<file path="src/rtl/hb_ram_arbiter.sv">
`default_nettype none
// ============================================================================
// hb_ram_arbiter -- two-client round-robin arbiter for the history-buffer RAM
// Revision: 1.0
// ============================================================================

module hb_ram_arbiter_chan #(
    parameter int MAX_OUTSTANDING = 4
) (
    input  logic clk,
    input  logic rst,
    input  logic c0_req_vld,
    input  logic c1_req_vld,
    output logic c0_req_rdy,
    output logic c1_req_rdy,
    output logic gnt,
    output logic ram_req_vld,
    input  logic ram_req_rdy,
    input  logic ram_resp_vld,
    output logic ram_resp_rdy,
    output logic c0_resp_vld,
    output logic c1_resp_vld,
    input  logic c0_resp_rdy,
    input  logic c1_resp_rdy
);
    localparam int PW = $clog2(MAX_OUTSTANDING);
    localparam logic [PW:0] c_ptr_one = {{PW{1'b0}}, 1'b1};

    logic [PW:0]                r_wptr;
    logic [PW:0]                r_rptr;
    logic [MAX_OUTSTANDING-1:0] r_owner;
    logic                       r_prio;

    logic w_full;
    logic w_empty;
    logic w_any;
    logic w_gnt;
    logic w_head;
    logic w_push;
    logic w_pop;

    assign w_empty = (r_wptr == r_rptr);
    assign w_full  = (r_wptr[PW] != r_rptr[PW]) && (r_wptr[PW-1:0] == r_rptr[PW-1:0]);
    assign w_any   = c0_req_vld | c1_req_vld;
    // Lone requester wins outright; on contention the favoured client wins.
    assign w_gnt   = (c0_req_vld & c1_req_vld) ? r_prio : c1_req_vld;
    assign w_head  = r_owner[r_rptr[PW-1:0]];

    assign gnt          = w_gnt;
    assign ram_req_vld  = ~rst & w_any & ~w_full;
    assign c0_req_rdy   = ~rst & ~w_full & ram_req_rdy & c0_req_vld & ~w_gnt;
    assign c1_req_rdy   = ~rst & ~w_full & ram_req_rdy & c1_req_vld & w_gnt;

    assign c0_resp_vld  = ~rst & ram_resp_vld & ~w_empty & ~w_head;
    assign c1_resp_vld  = ~rst & ram_resp_vld & ~w_empty & w_head;
    assign ram_resp_rdy = ~rst & ~w_empty & (w_head ? c1_resp_rdy : c0_resp_rdy);

    assign w_push = ram_req_vld & ram_req_rdy;
    assign w_pop  = ram_resp_vld & ram_resp_rdy;

    always_ff @(posedge clk or posedge rst) begin
        if (rst) begin
            r_wptr  <= '0;
            r_rptr  <= '0;
            r_owner <= '0;
            r_prio  <= 1'b0;
        end else begin
            if (w_push) begin
                r_owner[r_wptr[PW-1:0]] <= w_gnt;
                r_wptr                  <= r_wptr + c_ptr_one;
                r_prio                  <= ~w_gnt;
            end
            if (w_pop) begin
                r_rptr <= r_rptr + c_ptr_one;
            end
        end
    end
endmodule

module hb_ram_arbiter #(
    parameter int ADDR_WIDTH      = 16,
    parameter int DATA_WIDTH      = 8,
    parameter int NUM_PARTITIONS  = 1,
    parameter int MAX_OUTSTANDING = 4
) (
    input  logic                                         clk,
    input  logic                                         rst,
    input  logic [ADDR_WIDTH+DATA_WIDTH+NUM_PARTITIONS-1:0] c0_wr_req_data,
    input  logic                                         c0_wr_req_vld,
    output logic                                         c0_wr_req_rdy,
    output logic                                         c0_wr_resp_vld,
    input  logic                                         c0_wr_resp_rdy,
    input  logic [ADDR_WIDTH+NUM_PARTITIONS-1:0]         c0_rd_req_data,
    input  logic                                         c0_rd_req_vld,
    output logic                                         c0_rd_req_rdy,
    output logic [DATA_WIDTH-1:0]                        c0_rd_resp_data,
    output logic                                         c0_rd_resp_vld,
    input  logic                                         c0_rd_resp_rdy,
    input  logic [ADDR_WIDTH+DATA_WIDTH+NUM_PARTITIONS-1:0] c1_wr_req_data,
    input  logic                                         c1_wr_req_vld,
    output logic                                         c1_wr_req_rdy,
    output logic                                         c1_wr_resp_vld,
    input  logic                                         c1_wr_resp_rdy,
    input  logic [ADDR_WIDTH+NUM_PARTITIONS-1:0]         c1_rd_req_data,
    input  logic                                         c1_rd_req_vld,
    output logic                                         c1_rd_req_rdy,
    output logic [DATA_WIDTH-1:0]                        c1_rd_resp_data,
    output logic                                         c1_rd_resp_vld,
    input  logic                                         c1_rd_resp_rdy,
    output logic [ADDR_WIDTH+DATA_WIDTH+NUM_PARTITIONS-1:0] ram_wr_req_data,
    output logic                                         ram_wr_req_vld,
    input  logic                                         ram_wr_req_rdy,
    input  logic                                         ram_wr_resp_vld,
    output logic                                         ram_wr_resp_rdy,
    output logic [ADDR_WIDTH+NUM_PARTITIONS-1:0]         ram_rd_req_data,
    output logic                                         ram_rd_req_vld,
    input  logic                                         ram_rd_req_rdy,
    input  logic [DATA_WIDTH-1:0]                        ram_rd_resp_data,
    input  logic                                         ram_rd_resp_vld,
    output logic                                         ram_rd_resp_rdy
);
    logic w_wr_gnt;
    logic w_rd_gnt;

    hb_ram_arbiter_chan #(.MAX_OUTSTANDING(MAX_OUTSTANDING)) u_wr (
        .clk          (clk),
        .rst          (rst),
        .c0_req_vld   (c0_wr_req_vld),
        .c1_req_vld   (c1_wr_req_vld),
        .c0_req_rdy   (c0_wr_req_rdy),
        .c1_req_rdy   (c1_wr_req_rdy),
        .gnt          (w_wr_gnt),
        .ram_req_vld  (ram_wr_req_vld),
        .ram_req_rdy  (ram_wr_req_rdy),
        .ram_resp_vld (ram_wr_resp_vld),
        .ram_resp_rdy (ram_wr_resp_rdy),
        .c0_resp_vld  (c0_wr_resp_vld),
        .c1_resp_vld  (c1_wr_resp_vld),
        .c0_resp_rdy  (c0_wr_resp_rdy),
        .c1_resp_rdy  (c1_wr_resp_rdy)
    );

    hb_ram_arbiter_chan #(.MAX_OUTSTANDING(MAX_OUTSTANDING)) u_rd (
        .clk          (clk),
        .rst          (rst),
        .c0_req_vld   (c0_rd_req_vld),
        .c1_req_vld   (c1_rd_req_vld),
        .c0_req_rdy   (c0_rd_req_rdy),
        .c1_req_rdy   (c1_rd_req_rdy),
        .gnt          (w_rd_gnt),
        .ram_req_vld  (ram_rd_req_vld),
        .ram_req_rdy  (ram_rd_req_rdy),
        .ram_resp_vld (ram_rd_resp_vld),
        .ram_resp_rdy (ram_rd_resp_rdy),
        .c0_resp_vld  (c0_rd_resp_vld),
        .c1_resp_vld  (c1_rd_resp_vld),
        .c0_resp_rdy  (c0_rd_resp_rdy),
        .c1_resp_rdy  (c1_rd_resp_rdy)
    );

    assign ram_wr_req_data = w_wr_gnt ? c1_wr_req_data : c0_wr_req_data;
    assign ram_rd_req_data = w_rd_gnt ? c1_rd_req_data : c0_rd_req_data;

    // Read data goes to both clients; only the per-client vld qualifies it.
    assign c0_rd_resp_data = ram_rd_resp_data;
    assign c1_rd_resp_data = ram_rd_resp_data;
endmodule
`default_nettype wire

</file>
<file path="config.mk">
export PLATFORM = sky130hd
export DESIGN_NAME = hb_ram_arbiter
export DESIGN_NICKNAME = d
export VERILOG_FILES = /design/src/rtl/hb_ram_arbiter.sv
export SDC_FILE = /design/constraint.sdc
export NUM_CORES = 1
export LEC_CHECK = 0
export CELL_PAD_IN_SITES_DETAIL_PLACEMENT = 0
export CELL_PAD_IN_SITES_GLOBAL_PLACEMENT = 2
export CORE_MARGIN = 2
export CORE_UTILIZATION = 16
export DETAILED_ROUTE_END_ITERATION = 6
export PLACE_DENSITY_LB_ADDON = 0.1
export SETUP_SLACK_MARGIN = 0.4
export SLEW_MARGIN = 20
export SYNTH_ARGS = -nofsm -noshare
export SYNTH_HDL_FRONTEND = slang
export SYNTH_SLANG_ARGS = --single-unit
export TNS_END_PERCENT = 50
</file>
<file path="constraint.sdc">
create_clock -name clk -period 4.7 [get_ports clk]
set_clock_uncertainty 0.2 [all_clocks]
set_input_delay 1.41 -clock clk [delete_from_list [all_inputs] [get_ports clk]]
set_output_delay 1.41 -clock clk [all_outputs]
set_load 0.02 [all_outputs]
</file>
==> impl_metrics.tcl, run 1 <==
set metrics [dict create \
    gp_congestion 0.6950 \
    dpl.hpwl_um 5648 \
    grtUsageMet1_pct 13.47 \
    syn-cell-area_sq_mm 0.001983 \
    startpoint_type "input pin" \
    cts_tree "done" \
    port_buffers 151 \
    finalNetCount 548 \
    placedCellCount 589 \
    htreeDepth 1 \
    layout_commonest_cell "nand2_1" \
    crit_fanout 2 \
    worstSetupPathType "input pin to output port" \
    cts_buffer_depth 2 \
    fin_cells 599 \
    boundaryPins 176 \
    p_leak_nw 1.883 \
    status "finished, final reports clean" \
    cap_violations 0 \
    die-area_sq_mm 0.01330 \
    antenna_found_initial 0 \
    drv_slew 0 \
    holdBufCountCts 0 \
    wl_per_cell_um 11.38 \
    via_per_inst 3.674 \
    ant_nets 0 \
    fp-row-count 40 \
    yosys_register_bits 22 \
    use_met3_pct 2.161 \
    clk_latency_ns 0.25 \
    dr.pass1.iters 4 \
    hold_ws_ns 0.2874 \
    final_cell_mix "nand2_1 (132), clkdlybuf4s50_1 (94), dlygate4sd2_1 (29), buf_4 (25), dfrtp_1 (22)" \
    max_freq_ghz 0.2310 \
    syn_to_final_growth_pct 91.55 \
    drive_above_1_share_pct 16.71 \
    grt_pass1_wl_um 10940 \
    synth_ff_type "dfrtp_1" \
    yosysSeqAreaShare_pct 27.76 \
    cts_num_sinks 22 \
    drtIter0Drc 68 \
    cp_slowest_stage_delay_ns 0.46 \
    path_cells "clkdlybuf4s50_1 > inv_1 > a311oi_4 > and2_1 > dlygate4sd2_1" \
    gr-total-overflow 0 \
    worstMarginPinSlew_ns 0.4816 \
    die_height_um 115.3 \
    critPathCaptureType "output port" \
    start_util_pct 16.44 \
    ys_async_sr_fraction_pct 100.0 \
    ys_types 32 \
    p_per_area_mw_per_mm2 393.5 \
    avgSynthCellArea_sq_um 7.318 \
    syn-num-nets 387 \
    cts_root_buf "clkbuf_16" \
    arrival_ns 2.72 \
    hold_viol 0 \
    num_antenna_cells 0 \
    vias 2201 \
    routed_wl_um 6818 \
    grt_start_max_net_pins 16 \
    grt_pass1_vias 2250 \
    setup_viol 0 \
    vdd_drop_max_uv 136.7 \
    grtUsageTotal_pct 10.14 \
    yosysWarnings 0 \
    netlist_instances 271 \
    numCtsBuffers 3 \
    synth_edf_count 0 \
    drc 0 \
    met2_usage_pct 16.88 \
    relSlewSlack_pct 67.38 \
    rsz0062_at_grt "true" \
    die_w_um 115.3 \
    slowest_stage "clkdlybuf4s50_1" \
    path_clk_slew_ns 0.06 \
    busiest_layer "met2" \
    layout_min_cycle_time_ns 4.329 \
    hold_class "flip-flop to flip-flop" \
    fin_crit_sh_pct 92.11 \
    required_ns 3.09 \
    core_area_sq_mm 0.01206 \
]
## synth_stat cells (all sizes together), types with 3 or more instances
cell type | number | share of area, %
a311oi | 4 | 3.5
a31oi | 3 | 0.95
and2 | 4 | 1.3
and3 | 4 | 1.3
buf | 17 | 6.2
clkbuf | 8 | 1.5
dfrtp | 22 | 28
ha | 10 | 6.3
inv | 9 | 1.7
mux2 | 11 | 6.2
nand2 | 133 | 25
nand3 | 4 | 1.0
nor2 | 7 | 1.5
xnor2 | 7 | 3.1
xor2 | 10 | 4.4
## registers in the layout (all words and copies together), names as in the netlist
signal / count
u_rd.r_owner: 4
u_wr.r_owner: 4
u_rd.r_rptr: 3
u_rd.r_wptr: 3
u_wr.r_rptr: 3
u_wr.r_wptr: 3
u_rd.r_prio: 1
u_wr.r_prio: 1
## metrics by stage
stage	area, sq um	util [%]	TNS [ns]	power, mW	worst slack, ns
after floorplan	1983	-	0	0.9488	0.5335
after global placement	3760	31.17	-0.3620	1.348	-0.1196
after detailed placement	3760	31.17	-0.8797	1.349	-0.1017
after CTS	3830	31.75	0	1.518	0.2190
after global routing	3799	31.49	0	1.631	0.3107
final	3799	31.49	0	1.495	0.3709
## repair_timing
item / CTS / global route
setup endpoints to repair: 54 / 23
gates resized for setup: 127 / 22
buffers inserted: 4 / 0
pin swaps: 2 / 1
gates cloned: 2 / 0
## critical path, delay by kind of cell
family / cells / cell delay [ns]
compound gates: 1 / 0.27
buf+inv: 3 / 0.87
simple gates: 1 / 0.17
## routing by layer
layer / wire length (um) / up-vias
met5: 0 / -
met4: 46 / 0
met3: 445 / 7
met2: 3281 / 68
met1: 3044 / 957
li1: - / 1169
## report_power, final
group	internal (mW)	switching, mW
Combinational	0.434	0.470
Clock	0.130	0.0697
Sequential	0.284	0.108
## worst paths after layout
kind                                 from         endpoint  slack [ns]  cells after the start
max                        ram_rd_req_rdy    c1_rd_req_rdy        0.37                      5
min                        u_wr.r_wptr[2]   u_wr.r_wptr[2]        0.29                      1
min in group asynchronous             rst   u_wr.r_wptr[2]        1.33                      4
max in group asynchronous             rst  u_rd.r_owner[2]        2.73                      5
min reg2reg                u_wr.r_wptr[2]   u_wr.r_wptr[2]        0.29                      1
max reg2reg                u_rd.r_wptr[0]  u_rd.r_owner[3]        2.48                      6
## final cells by class
class	instances	area (sq um)
clock buffers	4	88.84
repair buffers	181	1648
multi-input cells	215	1267
flip-flops and latches	22	550.5
fillers	1289	8263
inverters	9	33.78
well taps	168	210.2
## cells by family after synthesis
logic type | count (synthesis) | share of synthesized area [%]
flops | 22 | 27.76
simple gates | 158 | 32.05
compound gates | 15 | 7.193
buf+inv | 34 | 9.464
xor+xnor | 17 | 7.508
mux | 15 | 9.716
fa+ha+maj | 10 | 6.309
(Power assumes the default switching activity.)
==> run 2, diff against run 1 <==
Settings changed: CAP_MARGIN set to 20.
==> results of run 2 <==
Final layout, timing and power as in run 1 (identical DEF).
==> run 3, diff against run 2 <==
Settings changed: ABC_AREA set to 1, CORE_UTILIZATION 16 to 15.
==> run 3 against run 2 <==
Against the previous run: via count increased by 17%; fmax grew 0.70%; critical path depth increased by 3; first-iteration DRC count grew 43%; clock power shrank 7%; total power shrank 4.4%; synthesized cell count rose by 33%; die area increased by 12%.
==> impl_metrics.tcl, run 3 <==
set metrics [dict create \
    rsz0062_at_grt "true" \
    arrival_ns 2.69 \
    cts_num_sinks 22 \
    netlist_instances 361 \
    crit_fanout 8 \
    wl_per_cell_um 12.10 \
    ant_nets 0 \
    gr-total-overflow 0 \
    clk_latency_ns 0.26 \
    yosysMostFrequentCell "nand2_1" \
    grtUsageTotal_pct 10.51 \
    post-cts-setup-buffers 0 \
    grt_pass1_vias 2582 \
    hold_viol 0 \
    boundaryPins 176 \
    numCtsBuffers 3 \
    die_height_um 122.3 \
    gp_congestion 0.7019 \
    synth_area_leaders "nand2_1 (37%), dfrtp_1 (26%), inv_1 (6.3%)" \
    syn-cell-area_sq_mm 0.002100 \
    die_w_um 122.3 \
    fin_cells 690 \
    p_per_area_mw_per_mm2 367.9 \
    fin_crit_sh_pct 91.47 \
    synth_ff_type "dfrtp_1" \
    htreeDepth 1 \
    p_leak_nw 2.041 \
    die-area_sq_mm 0.01496 \
    setup_viol 0 \
    vdd_drop_max_uv 122.8 \
    drv_slew 0 \
    critPathLaunch "c0_rd_req_vld" \
    status "finished, final reports clean" \
    drc 0 \
    yosys.area_share.simple_pct 48.99 \
    fillCellCount 1597 \
    cts_buffer_depth 2 \
    dr.pass1.iters 4 \
    grt_pass1_wl_um 12520 \
    dpl.hpwl_um 6792 \
    required_ns 3.09 \
    setup_ws_ns 0.4010 \
    relSlewSlack_pct 82.86 \
    cp-endpoint "ram_rd_req_data[4]" \
    finalNetCount 628 \
    yosysWarnings 0 \
    final_cell_mix "nand2_1 (207), clkdlybuf4s50_1 (94), inv_1 (34), clkdlybuf4s15_2 (22), dfrtp_1 (22)" \
    worstSetupPathType "input pin to output port" \
    drive_above_1_share_pct 15.69 \
    synth_commonest_cells "nand2_1 (208), inv_1 (35), dfrtp_1 (22)" \
    avgSynthCellArea_sq_um 5.816 \
    worstMarginPinSlew_ns 0.2571 \
    synthMuxAreaShare_pct 0 \
    reg_top3 "u_rd.r_owner x4, u_wr.r_owner x4" \
    cap_violations 0 \
    synth_fa_ha_area_share_pct 5.959 \
    cts_root_buf "clkbuf_16" \
    via_per_inst 3.733 \
    r2r-end "u_wr.r_owner[3]" \
    placedCellCount 685 \
    yosysSeqAreaShare_pct 26.22 \
    path_clk_slew_ns 0.06 \
    r2r_slack_ns 2.99 \
    syn_to_final_growth_pct 84.92 \
    synth_xor_area_share_pct 2.503 \
    syn-num-nets 477 \
    synth_top_cell_by_area "nand2_1" \
    cts_tree "done" \
    routed_wl_um 8346 \
    r2r_start "u_wr.r_rptr[0]" \
    core_area_sq_mm 0.01377 \
    ys_async_sr_fraction_pct 100.0 \
    grt_start_max_net_pins 27 \
    port_buffers 151 \
    num_antenna_cells 0 \
    max_freq_ghz 0.2326 \
    vias 2576 \
    start_util_pct 15.24 \
    layout_commonest_cell "nand2_1" \
    critPathCaptureType "output port" \
    ff2ff_path_depth 7 \
    yosys_register_bits 22 \
    synth.top_cell.area_share_pct 37.19 \
    hold_class "flip-flop to flip-flop" \
    drtIter0Drc 97 \
    synth_top_family_by_area "simple AND/OR/NAND/NOR gates" \
    holdBufCountCts 0 \
    fp-row-count 43 \
    antenna_found_initial 0 \
    synth_edf_count 0 \
    ys_types 18 \
    place_ws_ns -0.05891 \
    layout_min_cycle_time_ns 4.299 \
    startpoint_type "input pin" \
    synth_compound_area_share_pct 1.430 \
]
==> run 3: cell types whose count changed in the layout (fill, tap and decap cells not counted), moves of 11 or more <==
cell             previous run  this run
dlygate4sd2_1              29         7
clkdlybuf4s15_2             2        22
inv_1                       8        34
nand2_1                   132       207
mux2_1                     11         0
clkbuf_2                    8        19
==> run 3: power by group <==
group / internal (mW) / leakage, nW / switching (mW)
Clock: 0.113 / 0.0370 / 0.0731
Sequential: 0.274 / 0.277 / 0.0900
Combinational: 0.378 / 1.73 / 0.501
Total: 0.764 / 2.04 / 0.664
==> run 3: logic make-up after synthesis <==
logic type,Yosys count
buffers and inverters,61
XOR/XNOR,6
AO/OA/AOI/OAI,6
adder cells (fa/ha/maj),10
AND/OR/NAND/NOR,256
flip-flops,22
==> run 3: worst min-delay path by stage <==
stage	startpoint	end	slack, ns	cells after the start
after floorplan	u_wr.r_owner[1]	u_wr.r_owner[1]	0.25	2
after global placement	u_rd.r_owner[1]	u_rd.r_owner[1]	0.27	2
after detailed placement	u_wr.r_owner[1]	u_wr.r_owner[1]	0.27	2
after CTS	u_wr.r_owner[1]	u_wr.r_owner[1]	0.29	2
after global routing	u_wr.r_owner[1]	u_wr.r_owner[1]	0.31	2
final	u_wr.r_owner[1]	u_wr.r_owner[1]	0.28	2
==> run 3: layout make-up <==
class	instances	area [sq um]	share of cell area (%)
multi-input cells	278	1254	32.29
flip-flops and latches	22	550.5	14.18
inverters	35	133.9	3.448
repair buffers	172	1644	42.35
well taps	180	225.2	5.801
clock buffers	3	75.07	1.934
==> run 3: routing by layer <==
layer	vias to the layer above	GRT usage (%)	wire length (um)
met2	95	19.13	4331
met3	4	3.299	591
li1	1374	-	-
met5	-	0	0
met1	1103	11.93	3358
met4	0	2.371	64
==> run 3: critical path, stage by stage <==
cell             delay [ns]
clkdlybuf4s50_1        0.42
nand2_1                0.07
nand2_1                0.08
inv_1                  0.12
buf_4                  0.17
nand2_1                0.06
nand2_1                0.06
clkdlybuf4s15_1        0.29
==> run 3: timing repair <==
action	in CTS	in global routing
gates resized for setup	121	47
endpoints found under the setup margin	54	46
pin swaps	0	1
cloned	0	2
==> run 3: per-stage QoR <==
stage / util [%] / hold WS [ns] / setup TNS (ns) / power [mW] / area (sq um)
2_1_floorplan: - / 0.2487 / 0 / 0.9049 / 2100
5_1_grt: 28.19 / 0.3090 / 0 / 1.582 / 3882
4_1_cts: 28.29 / 0.2869 / 0 / 1.443 / 3896
3_3_place_gp: 27.75 / 0.2711 / -0.1315 / 1.301 / 3822
3_5_place_dp: 27.75 / 0.2679 / -0.09399 / 1.290 / 3822
6_report: 28.19 / 0.2789 / 0 / 1.428 / 3882
